File: config.mk
export PLATFORM = sky130hd
export DESIGN_NAME = chaotic_stream_reader_flat
export DESIGN_NICKNAME = d
export VERILOG_FILES = /design/src/rtl/chaotic_stream_reader_pkg.sv /design/src/rtl/chaotic_stream_reader_if.sv /design/src/rtl/chaotic_stream_reader_fifo.sv /design/src/rtl/chaotic_stream_reader.sv /design/src/flat_wrapper.sv
export SDC_FILE = /design/constraint.sdc
export NUM_CORES = 1
export LEC_CHECK = 0
export ABC_CLOCK_PERIOD_IN_PS = 4300
export CAP_MARGIN = 30
export CORE_MARGIN = 3
export CORE_UTILIZATION = 51
export DETAILED_ROUTE_END_ITERATION = 7
export PLACE_DENSITY = 0.74
export SLEW_MARGIN = 20
export SYNTH_ARGS = -nofsm -noshare
export SYNTH_HDL_FRONTEND = slang
export SYNTH_SLANG_ARGS = --single-unit
File: constraint.sdc
create_clock -name clk -period 4.3 [get_ports clk]
set_clock_uncertainty 0.05 [all_clocks]
set_input_delay 0.43 -clock clk [delete_from_list [all_inputs] [get_ports clk]]
set_output_delay 0.43 -clock clk [all_outputs]
set_load 0.005 [all_outputs]
File: src/rtl/chaotic_stream_reader_pkg.sv
// Shared types and constants for the chaotic-stream reader: FSM states,
// IEEE-754 exponent field position and the FIFO level width helper.
package chaotic_pkg;

  typedef enum logic {
    WARMUP = 1'b0,
    RUN    = 1'b1
  } state_e;

  localparam int EXP_MSB = 62;
  localparam int EXP_LSB = 52;

  // A level counter must hold 0..depth inclusive, hence the extra bit.
  function automatic int level_width(input int depth);
    return $clog2(depth) + 1;
  endfunction

endpackage

File: src/rtl/chaotic_stream_reader_if.sv
// Sample-in / word-out stream bundle between the chaotic core, the reader
// and the downstream scrambler.
interface chaotic_stream_if #(
  parameter int DATA_WIDTH = 64,
  parameter int OUT_WIDTH  = 32
);
  logic                  in_valid;
  logic [DATA_WIDTH-1:0] xn1;
  logic [DATA_WIDTH-1:0] yn1;
  logic [DATA_WIDTH-1:0] zn1;
  logic                  out_valid;
  logic                  out_ready;
  logic [OUT_WIDTH-1:0]  out_data;

  modport master (
    output in_valid, xn1, yn1, zn1, out_ready,
    input  out_valid, out_data
  );

  modport slave (
    input  in_valid, xn1, yn1, zn1, out_ready,
    output out_valid, out_data
  );
endinterface

File: src/rtl/chaotic_stream_reader_fifo.sv
// First-word-fall-through synchronous FIFO for packed words; a push into a
// full FIFO is taken only when a pop frees the head slot on the same edge.
module chaotic_word_fifo
  import chaotic_pkg::*;
#(
  parameter int WIDTH = 32,
  parameter int DEPTH = 16,
  localparam int LW = level_width(DEPTH),
  localparam int AW = $clog2(DEPTH)
) (
  input  logic             clk,
  input  logic             rst,
  input  logic             push_i,
  input  logic [WIDTH-1:0] data_i,
  input  logic             pop_i,
  output logic [WIDTH-1:0] data_o,
  output logic [LW-1:0]    level_o,
  output logic             full_o,
  output logic             empty_o
);

  logic [WIDTH-1:0] mem_q [DEPTH];
  logic [AW-1:0]    wr_ptr_q;
  logic [AW-1:0]    rd_ptr_q;
  logic [LW-1:0]    level_q;
  logic             do_push;
  logic             do_pop;

  assign empty_o = (level_q == '0);
  assign full_o  = (level_q == LW'(DEPTH));
  assign do_pop  = pop_i && !empty_o;
  assign do_push = push_i && (!full_o || do_pop);

  always_ff @(posedge clk or posedge rst) begin
    if (rst) begin
      wr_ptr_q <= '0;
      rd_ptr_q <= '0;
      level_q  <= '0;
    end else begin
      if (do_push) wr_ptr_q <= wr_ptr_q + 1'b1;
      if (do_pop)  rd_ptr_q <= rd_ptr_q + 1'b1;
      case ({do_push, do_pop})
        2'b10:   level_q <= level_q + 1'b1;
        2'b01:   level_q <= level_q - 1'b1;
        default: level_q <= level_q;
      endcase
    end
  end

  // Storage needs no reset; the pointers define which entries are live.
  always_ff @(posedge clk) begin
    if (do_push) mem_q[wr_ptr_q] <= data_i;
  end

  assign data_o  = empty_o ? '0 : mem_q[rd_ptr_q];
  assign level_o = level_q;

endmodule

File: src/rtl/chaotic_stream_reader.sv
// Drops the chaotic transient, XOR-folds one byte of x/y/z per sample and
// packs bytes LSB-first into words. CHAOTIC_READER_NAN_FILTER_EN adds Inf/NaN/zero rejection.
module chaotic_stream_reader
  import chaotic_pkg::*;
#(
  parameter int DATA_WIDTH    = 64,
  parameter int OUT_WIDTH     = 32,
  parameter int LSB_OFFSET    = 0,
  parameter int DISCARD_COUNT = 256,
  parameter int FIFO_DEPTH    = 16,
  localparam int LW = level_width(FIFO_DEPTH)
) (
  input  logic             clk,
  input  logic             rst,
  input  logic             enable,
  chaotic_stream_if.slave  strm,
  output logic             warmup_done,
  output logic [LW-1:0]    fifo_level,
  output logic [15:0]      drop_cnt
`ifdef CHAOTIC_READER_NAN_FILTER_EN
  ,
  output logic [15:0]      reject_cnt
`endif
);

  localparam int SPW = OUT_WIDTH / 8;
  localparam int KW  = (SPW > 1) ? $clog2(SPW) : 1;
  localparam int CW  = (DISCARD_COUNT > 1) ? $clog2(DISCARD_COUNT) : 1;
  localparam logic [KW-1:0] K_LAST    = KW'(SPW - 1);
  localparam logic [CW-1:0] DISC_LAST = CW'(DISCARD_COUNT - 1);

  state_e              state_q, state_d;
  logic [CW-1:0]       disc_q, disc_d;
  logic [KW-1:0]       k_q, k_d;
  logic [OUT_WIDTH-1:0] pack_q, pack_d;
  logic                word_done_q, word_done_d;
  logic [15:0]         drop_q, drop_d;
  logic                accept;
  logic                sample_ok;
  logic [7:0]          chunk;
  logic                pop;
  logic                fifo_full;
  logic                fifo_empty;

  assign accept = strm.in_valid && enable;
  assign chunk  = strm.xn1[LSB_OFFSET +: 8] ^ strm.yn1[LSB_OFFSET +: 8] ^ strm.zn1[LSB_OFFSET +: 8];

`ifdef CHAOTIC_READER_NAN_FILTER_EN
  logic        bad_sample;
  logic [15:0] rej_q, rej_d;

  function automatic logic exp_bad(input logic [DATA_WIDTH-1:0] v);
    return (&v[EXP_MSB:EXP_LSB]) | ~(|v[EXP_MSB:EXP_LSB]);
  endfunction

  assign bad_sample = exp_bad(strm.xn1) | exp_bad(strm.yn1) | exp_bad(strm.zn1);
  assign sample_ok  = accept && !bad_sample;

  always_comb begin
    rej_d = rej_q;
    if (accept && (state_q == RUN) && bad_sample && (rej_q != 16'hFFFF)) rej_d = rej_q + 1'b1;
  end

  always_ff @(posedge clk or posedge rst) begin
    if (rst) rej_q <= '0;
    else     rej_q <= rej_d;
  end

  assign reject_cnt = rej_q;
`else
  assign sample_ok = accept;
`endif

  // Warm-up counting and RUN-time packing; word_done pulses for exactly one cycle.
  always_comb begin
    state_d     = state_q;
    disc_d      = disc_q;
    k_d         = k_q;
    pack_d      = pack_q;
    word_done_d = 1'b0;
    unique case (state_q)
      WARMUP: begin
        if (DISCARD_COUNT == 0) begin
          state_d = RUN;
        end else if (accept) begin
          if (disc_q == DISC_LAST) state_d = RUN;
          else                     disc_d  = disc_q + 1'b1;
        end
      end
      RUN: begin
        if (sample_ok) begin
          pack_d[8*k_q +: 8] = chunk;
          if (k_q == K_LAST) begin
            k_d         = '0;
            word_done_d = 1'b1;
          end else begin
            k_d = k_q + 1'b1;
          end
        end
      end
    endcase
  end

  assign pop = strm.out_valid && strm.out_ready;

  // The packer never stalls, so a word arriving at a full FIFO is counted and lost.
  always_comb begin
    drop_d = drop_q;
    if (word_done_q && fifo_full && !pop && (drop_q != 16'hFFFF)) drop_d = drop_q + 1'b1;
  end

  always_ff @(posedge clk or posedge rst) begin
    if (rst) begin
      state_q     <= WARMUP;
      disc_q      <= '0;
      k_q         <= '0;
      pack_q      <= '0;
      word_done_q <= 1'b0;
      drop_q      <= '0;
    end else begin
      state_q     <= state_d;
      disc_q      <= disc_d;
      k_q         <= k_d;
      pack_q      <= pack_d;
      word_done_q <= word_done_d;
      drop_q      <= drop_d;
    end
  end

  chaotic_word_fifo #(
    .WIDTH (OUT_WIDTH),
    .DEPTH (FIFO_DEPTH)
  ) u_fifo (
    .clk     (clk),
    .rst     (rst),
    .push_i  (word_done_q),
    .data_i  (pack_q),
    .pop_i   (strm.out_ready),
    .data_o  (strm.out_data),
    .level_o (fifo_level),
    .full_o  (fifo_full),
    .empty_o (fifo_empty)
  );

  assign strm.out_valid = !fifo_empty;
  assign warmup_done    = (state_q == RUN);
  assign drop_cnt       = drop_q;

endmodule

File: src/flat_wrapper.sv
// flat-port wrapper written by rule: the top's interface ports become plain ports
module chaotic_stream_reader_flat import chaotic_pkg::*;
#(
  parameter int DATA_WIDTH    = 64,
  parameter int OUT_WIDTH     = 32,
  parameter int LSB_OFFSET    = 0,
  parameter int DISCARD_COUNT = 256,
  parameter int FIFO_DEPTH    = 16,
  localparam int LW = level_width(FIFO_DEPTH)
)
  (clk, rst, enable, warmup_done, fifo_level, drop_cnt, strm_in_valid, strm_xn1, strm_yn1, strm_zn1, strm_out_ready, strm_out_valid, strm_out_data);
  chaotic_stream_if #(.DATA_WIDTH(DATA_WIDTH), .OUT_WIDTH(OUT_WIDTH)) strm_i ();
  input  logic clk;
  input  logic rst;
  input  logic enable;
  output logic warmup_done;
  output logic [LW-1:0] fifo_level;
  output logic [15:0] drop_cnt;
  input wire logic [$bits(strm_i.in_valid)-1:0] strm_in_valid;
  input wire logic [$bits(strm_i.xn1)-1:0] strm_xn1;
  input wire logic [$bits(strm_i.yn1)-1:0] strm_yn1;
  input wire logic [$bits(strm_i.zn1)-1:0] strm_zn1;
  input wire logic [$bits(strm_i.out_ready)-1:0] strm_out_ready;
  output wire logic [$bits(strm_i.out_valid)-1:0] strm_out_valid;
  output wire logic [$bits(strm_i.out_data)-1:0] strm_out_data;
  assign strm_i.in_valid = strm_in_valid;
  assign strm_i.xn1 = strm_xn1;
  assign strm_i.yn1 = strm_yn1;
  assign strm_i.zn1 = strm_zn1;
  assign strm_i.out_ready = strm_out_ready;
  assign strm_out_valid = strm_i.out_valid;
  assign strm_out_data = strm_i.out_data;
  chaotic_stream_reader #(.DATA_WIDTH(DATA_WIDTH), .OUT_WIDTH(OUT_WIDTH), .LSB_OFFSET(LSB_OFFSET), .DISCARD_COUNT(DISCARD_COUNT), .FIFO_DEPTH(FIFO_DEPTH)) u_core (.clk(clk), .rst(rst), .enable(enable), .strm(strm_i), .warmup_done(warmup_done), .fifo_level(fifo_level), .drop_cnt(drop_cnt));
endmodule
==> flow_summary.toml <==
[grt]
grt_max_degree = 52
grt_pass1_vias = 12000
grt_remaining_overflow = 0
grt_pass1_wl_um = 73310
antenna_found_initial = 0
grt_usage_pct = 20.57

[final_layout]
syn2layout_area_growth_pct = 16.52
drive_above_1_share_pct = 22.60
layout.nets = 1479
antennaDiodeCount = 0

[die]
start_util_pct = 51.80
core_um2 = 44320
ios = 252
die_y_um = 218.2
row_count = 77
die_width_um = 218.2
die_area_um2 = 47600

[logic_synthesis]
synth_edf_count = 512
synth_area_leader_cell = "edfxtp_1"
syn_area_per_cell_um2 = 20.10
yosys.cell_count.top_type = "edfxtp_1"
synth.distinct_cells = 53
syn_nets = 1354
ys_top_cells_by_area = "edfxtp_1 67%, mux4_2 13%, dfrtp_1 8.0%"
synthCells = 1142
synthTopCellsByCount = "512 x edfxtp_1, 128 x mux4_2, 73 x dfrtp_1"
ys_seq_area_share_pct = 74.93
ys_seq_elements = 585
async_flop_share_pct = 12.48
synth-main-ff-cell = "edfxtp_1"
yosysTopAreaCellShare_pct = 66.97
ys.warnings.count = 0
mappedNetlistArea_um2 = 22960

[power_and_ir_drop]
cellPowerDensity_nw_per_um2 = 512.4
pwr-share-seq_pct = 47.6
p_int_w = 0.01018
clkPwrFrac_pct = 36.4
ir_drop_v = 0.0004677
combPwrFrac_pct = 16.1
p_sw_share_pct = 25.74
power.leakage_nw = 9.663
p_sw_w = 0.003528

[sta]
worst_pin_slew_ps = 963.0
slew_violations = 0
max_freq_mhz = 243.7
slew_headroom_pct = 35.34
hold_ws_ps = 80.38
rsz0062_at_grt = "no"
finalSetupTns_ps = 0
finalHoldViolCount = 0
finalSetupViolations = 0
min_period_over_period_pct = 95.43
layout_min_cycle_time_ps = 4104
fin_ws_ps = 196.4

[drt]
routed_wl_um = 47560
avgViaCountPerCell = 6.004
drt_iter0_markers = 1024
via_count = 11440
drc = 0
avgRoutedWirePerCell_um = 24.95
drtPass1Iterations = 7
ant_nets = 0

[job]
cap_viol_max_count = 0

[cts]
worstSkewPairLatency_ps = 600
clockRootBuffer = "clkbuf_16"
postCtsSetupBuffers = 0
cts_sinks = 585
post_cts_resized = 0
path_clk_slew_ps = 70
cts_tree = "built"
cts-buffers-inserted = 56
ctsHoldBuffers = 0
clock_path_buffers = 3
htree_levels = 2

[worst_hold_path]
min_path_type = "in -> async"

[setup_path]
path_buf_inv = 3
path_cells = "or4_1 -> nor2_4 -> inv_2 -> nand2b_2 -> buf_4 -> o22ai_1 -> clkdlybuf4s50_1"
critPathLaunchType = "flop"
slowest_delay_ps = 730
path_delay_family = "simple AND/OR/NAND/NOR gates"
worstSetupPathType = "reg -> out"
crit_fanout = 17
required_ps = 3820
critPathCaptureType = "output pin"
arrival_ps = 3620
slowest_stage = "or4_1"

[placement]
gp_congestion = 0.7607
port_buffers = 83
hpwl_um = 26430
dp_slack_ps = 844.7

[status]
status = "complete, no violations"
-- metrics by stage --
stage / utilization [%] / cell area (um2) / power (W) / instances
detailed placement: 56.10 / 24860 / 0.008883 / 1801
CTS: 60.36 / 26750 / 0.01384 / 1906
finish: 60.36 / 26750 / 0.01371 / 1906
global route: 60.36 / 26750 / 0.01422 / 1906
global placement: 56.05 / 24840 / 0.008859 / 1800
floorplan: - / 22960 / 0.008082 / 1142
-- sequential cells by signal, summed over array words and instances, names as in the netlist --
name and count:
u_core.k_q 2, u_core.u_fifo.level_o 5, u_core.word_done_q 1, u_core.drop_cnt 16, u_core.disc_q 8, u_core.warmup_done 1
u_core.u_fifo.wr_ptr_q 4, u_core.u_fifo.mem_q 512, u_core.pack_q 32, u_core.u_fifo.rd_ptr_q 4
-- cell usage in the layout, fill, tap and decap left out, drive strengths merged, types with 2 or more instances in the layout --
| cell | netlist | routed |
|---|---|---|
| nor3 | 9 | 9 |
| nand3 | 10 | 10 |
| nand4 | 8 | 8 |
| clkinvlp | 0 | 3 |
| o31ai | 4 | 4 |
| or4 | 2 | 2 |
| bufinv | 0 | 6 |
| dfrtp | 73 | 73 |
| xor2 | 22 | 22 |
| mux4 | 128 | 128 |
| a31oi | 2 | 2 |
| mux2 | 3 | 3 |
| mux2i | 65 | 65 |
| o22ai | 35 | 35 |
| nor4 | 2 | 2 |
| nor2 | 29 | 29 |
| nor2b | 3 | 3 |
| or4b | 2 | 2 |
| and3 | 6 | 6 |
| xnor2 | 24 | 24 |
| inv | 10 | 12 |
| clkbuf | 20 | 78 |
| a21oi | 5 | 5 |
| clkinv | 0 | 16 |
| clkdlybuf4s50 | 0 | 83 |
| edfxtp | 512 | 512 |
| buf | 33 | 37 |
| ha | 15 | 15 |
| and4 | 6 | 6 |
| nand2 | 57 | 57 |
| o21ai | 39 | 39 |
| nand2b | 5 | 5 |
-- power by group through the flow --
| stage | clock network [W] | registers [W] | logic, W |
|---|---|---|---|
| 2_1_floorplan | 0 | 0.00636 | 0.00172 |
| 5_1_grt | 0.00530 | 0.00656 | 0.00236 |
| 6_report | 0.00498 | 0.00652 | 0.00220 |
| 3_5_place_dp | 0 | 0.00665 | 0.00223 |
| 4_1_cts | 0.00507 | 0.00653 | 0.00224 |
| 3_3_place_gp | 0 | 0.00665 | 0.00221 |
-- layout make-up --
class / instances / area (um2)
Fill cell: 3093 / 17570
Timing Repair Buffer: 120 / 1284
Clock inverter: 27 / 302.8
Inverter: 10 / 38.79
Sequential cell: 585 / 17210
Tap cell: 592 / 740.7
Multi-Input combinational cell: 494 / 5585
Clock buffer: 78 / 1585
-- worst reg2reg max path: cells and delay by family, from the launching register on --
kind	cells	cell delay, ps
adders and majority gates	1	330
AOI/OAI and AO/OA	3	700
buffers and inverters	2	150
DFF	1	540
and+or+nand+nor	4	1140
-- layer usage --
layer	up-vias	track usage, %	part of all wire [%]
met1	5981	30.10	42
li1	4893	-	-
met4	0	6.284	2.6
met3	89	3.587	7.6
met2	480	32.24	48
met5	-	0	0
-- kinds of logic (layout without fill, tap and decap cells) --
group,after synthesis,after routing,synth area share [%]
xor+xnor,46,46,1.755
mux,196,196,15.54
flops,585,585,74.93
simple gates,142,142,3.243
buf+inv,63,235,1.221
compound gates,95,95,2.496
fa+ha+maj,15,15,0.8175
-- path summary, 6_finish.rpt --
path                                                            from                                     to  slack [ps]  cells after the start
worst min register to register          u_core.disc_q[7]$_DFFE_PP0P_           u_core.disc_q[7]$_DFFE_PP0P_         420                      1
max in group asynchronous                                        rst  u_core.u_fifo.rd_ptr_q[1]$_DFFE_PP0N_        3520                      3
worst max-delay path            u_core.u_fifo.level_o[1]$_DFFE_PP0P_                      strm_out_data[28]         200                      7
worst min-delay path                                             rst  u_core.u_fifo.wr_ptr_q[1]$_DFFE_PP0P_          80                      2
min in group clk                        u_core.disc_q[7]$_DFFE_PP0P_           u_core.disc_q[7]$_DFFE_PP0P_         420                      1
worst max register to register  u_core.u_fifo.level_o[1]$_DFFE_PP0P_   u_core.u_fifo.level_o[3]$_DFFE_PP0P_        1240                     10
Power figures use the tool's default switching activity.
